## src/rtl/wb_commit_queue.sv

```systemverilog
// In-order write-back commit queue: MEM results wait in DEPTH slots, loads collect tagged
// out-of-order memory data, and the head retires one entry per cycle to the register-file port.
module wb_commit_queue #(
    parameter int XLEN  = 32,
    parameter int RA_W  = 5,
    parameter int DEPTH = 4,
    parameter int CNT_W = 32,
    localparam int PTR_W = $clog2(DEPTH)
) (
    input  logic             clk,
    input  logic             rst_n,
    input  logic             in_valid,
    output logic             in_ready,
    output logic [PTR_W-1:0] in_tag,
    input  logic             reg_write,
    input  logic             mem_to_reg,
    input  logic             lui_ctrl,
    input  logic             jump,
    input  logic             jalr,
    input  logic [2:0]       load_funct3,
    input  logic [RA_W-1:0]  rd,
    input  logic [XLEN-1:0]  alu_result,
    input  logic [XLEN-1:0]  pc_plus_4,
    input  logic [XLEN-1:0]  lui_imm,
    input  logic             mem_rvalid,
    input  logic [PTR_W-1:0] mem_rtag,
    input  logic [XLEN-1:0]  mem_rdata,
    output logic             rf_we,
    output logic [RA_W-1:0]  rf_waddr,
    output logic [XLEN-1:0]  rf_wdata,
    output logic             busy,
    output logic             err,
    output logic [CNT_W-1:0] retire_cnt
);

    localparam logic [PTR_W:0] FULL_CNT = (PTR_W + 1)'(DEPTH);

    logic [PTR_W-1:0] wr_ptr_q, wr_ptr_d, rd_ptr_q, rd_ptr_d;
    logic [PTR_W:0]   count_q, count_d;
    logic [DEPTH-1:0] valid_q, valid_d, filled_q, filled_d;
    logic [DEPTH-1:0] load_q, load_d, regw_q, regw_d;
    logic [RA_W-1:0]  rd_q [DEPTH];
    logic [RA_W-1:0]  rd_d [DEPTH];
    logic [XLEN-1:0]  val_q [DEPTH];
    logic [XLEN-1:0]  val_d [DEPTH];
    logic [XLEN-1:0]  mdata_q [DEPTH];
    logic [XLEN-1:0]  mdata_d [DEPTH];
    logic [2:0]       f3_q [DEPTH];
    logic [2:0]       f3_d [DEPTH];
    logic             rf_we_q, rf_we_d, err_q, err_d;
    logic [RA_W-1:0]  rf_waddr_q, rf_waddr_d;
    logic [XLEN-1:0]  rf_wdata_q, rf_wdata_d;
    logic [CNT_W-1:0] retire_cnt_q, retire_cnt_d;

    logic             full, push, pop, cap_err, bad_f3;
    logic [PTR_W-1:0] head;
    logic [1:0]       off;
    logic [XLEN-1:0]  h_word, ld_val, ret_val;
    logic [7:0]       h_byte;
    logic [15:0]      h_half;

    // in_valid/in_ready: an entry transfers on every rising edge where both are high; in_ready
    // reflects occupancy only, so a full queue refuses a push even while its head retires.
    always_comb begin
        full     = (count_q == FULL_CNT);
        push     = in_valid && !full;
        head     = rd_ptr_q;
        pop      = valid_q[head] && (!load_q[head] || filled_q[head]);
        cap_err  = mem_rvalid && (!valid_q[mem_rtag] || !load_q[mem_rtag] || filled_q[mem_rtag] ||
                                  (push && (wr_ptr_q == mem_rtag)));

        h_word   = mdata_q[head];
        off      = val_q[head][1:0];
        h_byte   = h_word[{off, 3'b000} +: 8];
        h_half   = off[1] ? h_word[16 +: 16] : h_word[0 +: 16];
        bad_f3   = 1'b0;
        case (f3_q[head])
            3'b000:  ld_val = {{(XLEN-8){h_byte[7]}}, h_byte};
            3'b001:  ld_val = {{(XLEN-16){h_half[15]}}, h_half};
            3'b010:  ld_val = h_word;
            3'b100:  ld_val = {{(XLEN-8){1'b0}}, h_byte};
            3'b101:  ld_val = {{(XLEN-16){1'b0}}, h_half};
            default: begin
                ld_val = h_word;
                bad_f3 = 1'b1;
            end
        endcase
        // Non-load slots already hold their selected value; load slots hold the address.
        ret_val  = load_q[head] ? ld_val : val_q[head];

        wr_ptr_d     = wr_ptr_q;
        rd_ptr_d     = rd_ptr_q;
        valid_d      = valid_q;
        filled_d     = filled_q;
        load_d       = load_q;
        regw_d       = regw_q;
        rd_d         = rd_q;
        val_d        = val_q;
        mdata_d      = mdata_q;
        f3_d         = f3_q;
        rf_we_d      = 1'b0;
        rf_waddr_d   = rf_waddr_q;
        rf_wdata_d   = rf_wdata_q;
        retire_cnt_d = retire_cnt_q;
        err_d        = err_q | cap_err;

        if (push) begin
            valid_d[wr_ptr_q]  = 1'b1;
            filled_d[wr_ptr_q] = 1'b0;
            load_d[wr_ptr_q]   = mem_to_reg;
            regw_d[wr_ptr_q]   = reg_write;
            rd_d[wr_ptr_q]     = rd;
            f3_d[wr_ptr_q]     = load_funct3;
            if (mem_to_reg)          val_d[wr_ptr_q] = alu_result;
            else if (jump || jalr)   val_d[wr_ptr_q] = pc_plus_4;
            else if (lui_ctrl)       val_d[wr_ptr_q] = lui_imm;
            else                     val_d[wr_ptr_q] = alu_result;
            wr_ptr_d = wr_ptr_q + PTR_W'(1);
        end

        if (mem_rvalid && !cap_err) begin
            filled_d[mem_rtag] = 1'b1;
            mdata_d[mem_rtag]  = mem_rdata;
        end

        if (pop) begin
            valid_d[head]  = 1'b0;
            filled_d[head] = 1'b0;
            rd_ptr_d       = rd_ptr_q + PTR_W'(1);
            retire_cnt_d   = retire_cnt_q + CNT_W'(1);
            rf_we_d        = regw_q[head] && (rd_q[head] != '0);
            rf_waddr_d     = rd_q[head];
            rf_wdata_d     = ret_val;
            if (load_q[head] && bad_f3) err_d = 1'b1;
        end

        case ({push, pop})
            2'b10:   count_d = count_q + (PTR_W + 1)'(1);
            2'b01:   count_d = count_q - (PTR_W + 1)'(1);
            default: count_d = count_q;
        endcase
    end

    always_ff @(posedge clk or negedge rst_n) begin
        if (!rst_n) begin
            wr_ptr_q     <= '0;
            rd_ptr_q     <= '0;
            count_q      <= '0;
            valid_q      <= '0;
            filled_q     <= '0;
            load_q       <= '0;
            regw_q       <= '0;
            rf_we_q      <= 1'b0;
            rf_waddr_q   <= '0;
            rf_wdata_q   <= '0;
            err_q        <= 1'b0;
            retire_cnt_q <= '0;
        end else begin
            wr_ptr_q     <= wr_ptr_d;
            rd_ptr_q     <= rd_ptr_d;
            count_q      <= count_d;
            valid_q      <= valid_d;
            filled_q     <= filled_d;
            load_q       <= load_d;
            regw_q       <= regw_d;
            rf_we_q      <= rf_we_d;
            rf_waddr_q   <= rf_waddr_d;
            rf_wdata_q   <= rf_wdata_d;
            err_q        <= err_d;
            retire_cnt_q <= retire_cnt_d;
        end
    end

    // Payload storage is qualified by the valid/filled flags, so it needs no reset.
    always_ff @(posedge clk) begin
        rd_q    <= rd_d;
        val_q   <= val_d;
        mdata_q <= mdata_d;
        f3_q    <= f3_d;
    end

    assign in_ready   = !full;
    assign in_tag     = wr_ptr_q;
    assign busy       = (count_q != '0);
    assign rf_we      = rf_we_q;
    assign rf_waddr   = rf_waddr_q;
    assign rf_wdata   = rf_wdata_q;
    assign err        = err_q;
    assign retire_cnt = retire_cnt_q;

endmodule
```

## config.mk

```make
export PLATFORM = sky130hd
export DESIGN_NAME = wb_commit_queue
export DESIGN_NICKNAME = d
export VERILOG_FILES = /design/src/rtl/wb_commit_queue.sv
export SDC_FILE = /design/constraint.sdc
export NUM_CORES = 1
export LEC_CHECK = 0
export CAP_MARGIN = 10
export CORE_MARGIN = 2
export CORE_UTILIZATION = 56
export CTS_CLUSTER_SIZE = 12
export DETAILED_ROUTE_END_ITERATION = 12
export PLACE_DENSITY = 0.76
export SYNTH_ARGS = -nofsm -noshare
export SYNTH_HDL_FRONTEND = slang
export SYNTH_SLANG_ARGS = --single-unit
```

## constraint.sdc

```tcl
create_clock -name clk -period 3.8 [get_ports clk]
set_input_delay 1.14 -clock clk [delete_from_list [all_inputs] [get_ports clk]]
set_output_delay 1.14 -clock clk [all_outputs]
set_load 0.05 [all_outputs]
```

==> impl_metrics.ini <==
[status]
status = finished clean

[logic_synthesis]
synth_top_family_by_area = multiplexers
synth_seq_cells = 382
synthAdderAreaFrac_pct = 0.810
async_flop_share_pct = 24.6
yosys.area_share.simple_pct = 10.9
synth_compound_area_share_pct = 10.5
syn_area_per_cell_sq_um = 12.7
synth_edf_count = 288
synth_nets = 1571
synthDistinctLibCells = 59
synth.top_cell.area_share_pct = 48.3
syn_area_sq_mm = 0.0179
synth.area.mux_share_pct = 11.5
synthCells = 1413
synth_ff_type = edfxtp_1
synth.top_cells.by_area = edfxtp_1 (48%), dfrtp_1 (13%), mux4_2 (9.3%)
ys_warn_count = 0
synth-xor-area-share_pct = 1.86
synth-seq-area-share_pct = 61.4
yosysTopAreaCell = edfxtp_1

[die]
die_area_sq_mm = 0.0334
row_count = 65
initial_core_util_pct = 56.8
die-width_microns = 183
die_height_microns = 183
num_io_pins = 222
coreArea_sq_mm = 0.0316

[cells_and_area]
fin_area_sq_mm = 0.0219
n_antenna_cell = 0
fin_util_pct = 69.3
nets = 1773
fillCellCount = 2179
final_cell_mix = nand2_1 (332), edfxtp_1 (288), clkdlybuf4s50_1 (220), o21ai_0 (146), dfrtp_1 (92)
final_common_cell = nand2_1
drive_above_1_share_pct = 13.1
instances_no_fill = 2048
area_growth_pct = 22.1

[grt]
track_usage_pct = 26.8
grt_pass1_wl_microns = 68900
grt-ovfl-total = 0
grt_pass1_vias = 12500
grt_max_degree = 90
grt_antenna_before_repair = 0

[setup_path]
end_kind = output port
reg2reg_slack_ns = 0.59
crit_arrival_ns = 2.23
reg2reg_depth = 6
reg2reg_to = rf_wdata[29]
crit_required_ns = 2.66
reg2reg_from = head[0]
critPathKind = register to output port
crit_fanout = 4
cp_cell_sequence = or3b_2 > clkdlybuf4s50_1
cpPeakStageDelay_ns = 0.74
cpMaxStageDelayCell = clkdlybuf4s50_1
start_kind = register

[placed_design]
io_buffers = 221
place_inst = 1974
post-dp-hpwl_microns = 29700
post_dp_cell_area_sq_mm = 0.0206
gp_congestion = 0.880

[sta]
rsz0062_at_grt = false
period_minus_slack_ns = 3.37
fmax_ghz = 0.297
finalCritPeriodShare_pct = 88.7
hold_viol_final = 0
fin_tns_setup_ns = 0
fin_skew_ns = 0.0105
setup-violations-final = 0
slew_violations = 0
worstMarginPinSlew_ns = 0.898
slew_headroom_pct = 40.1

[power_and_ir_drop]
p_int_mw = 10.9
power_leakage_nw = 7.84
p_sw_mw = 7.15
finalPower_mw = 18.0
pwr-share-comb_pct = 43.1
seqPwrFrac_pct = 36.4
p_sw_share_pct = 39.6
peakVddDrop_v = 0.000530
clkPwrFrac_pct = 20.5
powerDensity_mw_per_mm2 = 825

[clocking]
holdBufCountCts = 0
clock_latency_ns = 0.54
cts_tree = yes
cts_buffers = 41
cts_setup_buffers = 0
clock_sinks = 382
cts_buffer_depth = 3
clkTransAtPathRegs_ns = 0.06
cts-root-buf = clkbuf_16
cts_resized = 0
htree_levels = 2

[routing]
num_vias = 12400
ant_nets = 0
first_iter_violations = 1158
dr.pass1.iters = 6
wl_per_cell_microns = 21.7
viasPerCell = 6.07
drc = 0
wirelength_microns = 44500

[worst_hold_path]
whs_path_depth = 1
min-delay-start = retire_cnt[31]
worstHoldEndpoint = retire_cnt[31]
worstHoldPathType = register to register

[flow_run]
maxCapViolCount = 0
==> registers in the layout, summed over array words and instances (netlist names) <==
register	flops
count_q	3
err	1
f3_q	12
filled_q	4
head	2
in_tag	2
load_q	4
mdata_q	128
rd_q	20
regw_q	4
retire_cnt	32
rf_waddr	5
rf_wdata	32
rf_we	1
val_q	128
valid_q	4
==> stage by stage <==
| stage | worst slack [ns] | hold slack (ns) |
|---|---|---|
| after floorplan | -0.00520 | 0.448 |
| after global placement | 0.233 | 0.460 |
| final | 0.431 | 0.472 |
| after CTS | 0.416 | 0.472 |
| after detailed placement | 0.124 | 0.462 |
| after global routing | 0.385 | 0.507 |
==> per-layer routing <==
| metal | track usage, % | vias up | routed length, microns | share of wire, % |
|---|---|---|---|---|
| met5 | 0 | - | 0 | 0 |
| met1 | 35.1 | 6102 | 17400 | 39 |
| li1 | - | 5676 | - | - |
| met2 | 46.3 | 577 | 22500 | 50 |
| met4 | 9.15 | 0 | 1220 | 2.7 |
| met3 | 3.89 | 80 | 3410 | 7.7 |
==> Yosys cell counts, drive strengths merged (3+ instances only) <==
library cell and instances:
nand2 332, edfxtp 288, o21ai 154, dfrtp 94, mux4 77, clkbuf 59
buf 41, nor2 39, a22oi 33, o2bb2ai 32, a211oi 27, inv 23
nor3 23, xor2 21, nand3 17, xnor2 17, mux2 16, a21oi 14
mux2i 13, ha 10, nand4 9, a2bb2oi 7, nand3b 6, nor4 6
o22ai 6, and2 5, a32o 4, nor2b 4, a31oi 3, and4 3
nand2b 3, o221ai 3, or3 3, or3b 3
==> layout make-up <==
| type | count | area (sq um) | share of cell area, % |
|---|---|---|---|
| tap | 402 | 503 | 2.30 |
| timing repair buffer | 260 | 2630 | 12.0 |
| multi-input combinational | 907 | 6410 | 29.3 |
| inverter | 23 | 86.3 | 0.395 |
| sequential | 382 | 11000 | 50.3 |
| clock buffer | 56 | 1090 | 5.00 |
| clock inverter | 18 | 139 | 0.635 |
==> how the worst max path moves through the flow <==
| stage | from | end | slack (ns) | depth (start not counted) |
|---|---|---|---|---|
| finish | count_q[0] | in_ready | 0.43 | 2 |
| global route | count_q[0] | in_ready | 0.38 | 2 |
| floorplan | mem_rtag[0] | mdata_q[0] | -0.005 | 4 |
| CTS | count_q[0] | in_ready | 0.42 | 2 |
| global placement | mem_rtag[0] | mdata_q[115] | 0.23 | 6 |
| detailed placement | mem_rtag[0] | mdata_q[116] | 0.12 | 6 |
==> cell families (layout without fill, tap and decap cells) <==
kind of cell / after synthesis / count (layout)
compound gates: 290 / 290
xor+xnor: 38 / 38
fa+ha+maj: 11 / 11
buf+inv: 124 / 357
flops: 382 / 382
mux: 106 / 106
simple gates: 462 / 462
==> power by group through the flow <==
stage | Sequential (mW) | Clock [mW] | Combinational (mW)
after global routing | 6.67 | 3.89 | 8.33
after floorplan | 7.07 | 0 | 4.73
after CTS | 6.56 | 3.73 | 7.76
after global placement | 6.58 | 0 | 7.56
after detailed placement | 6.63 | 0 | 7.72
final | 6.57 | 3.70 | 7.77
==> critical path: cells and delay by family, from the launching register on <==
kind          cells  cell delay (ns)
flops             1             0.42
buf+inv           1             0.74
simple gates      1             0.54
No activity file was read; power rests on OpenSTA's default activity.
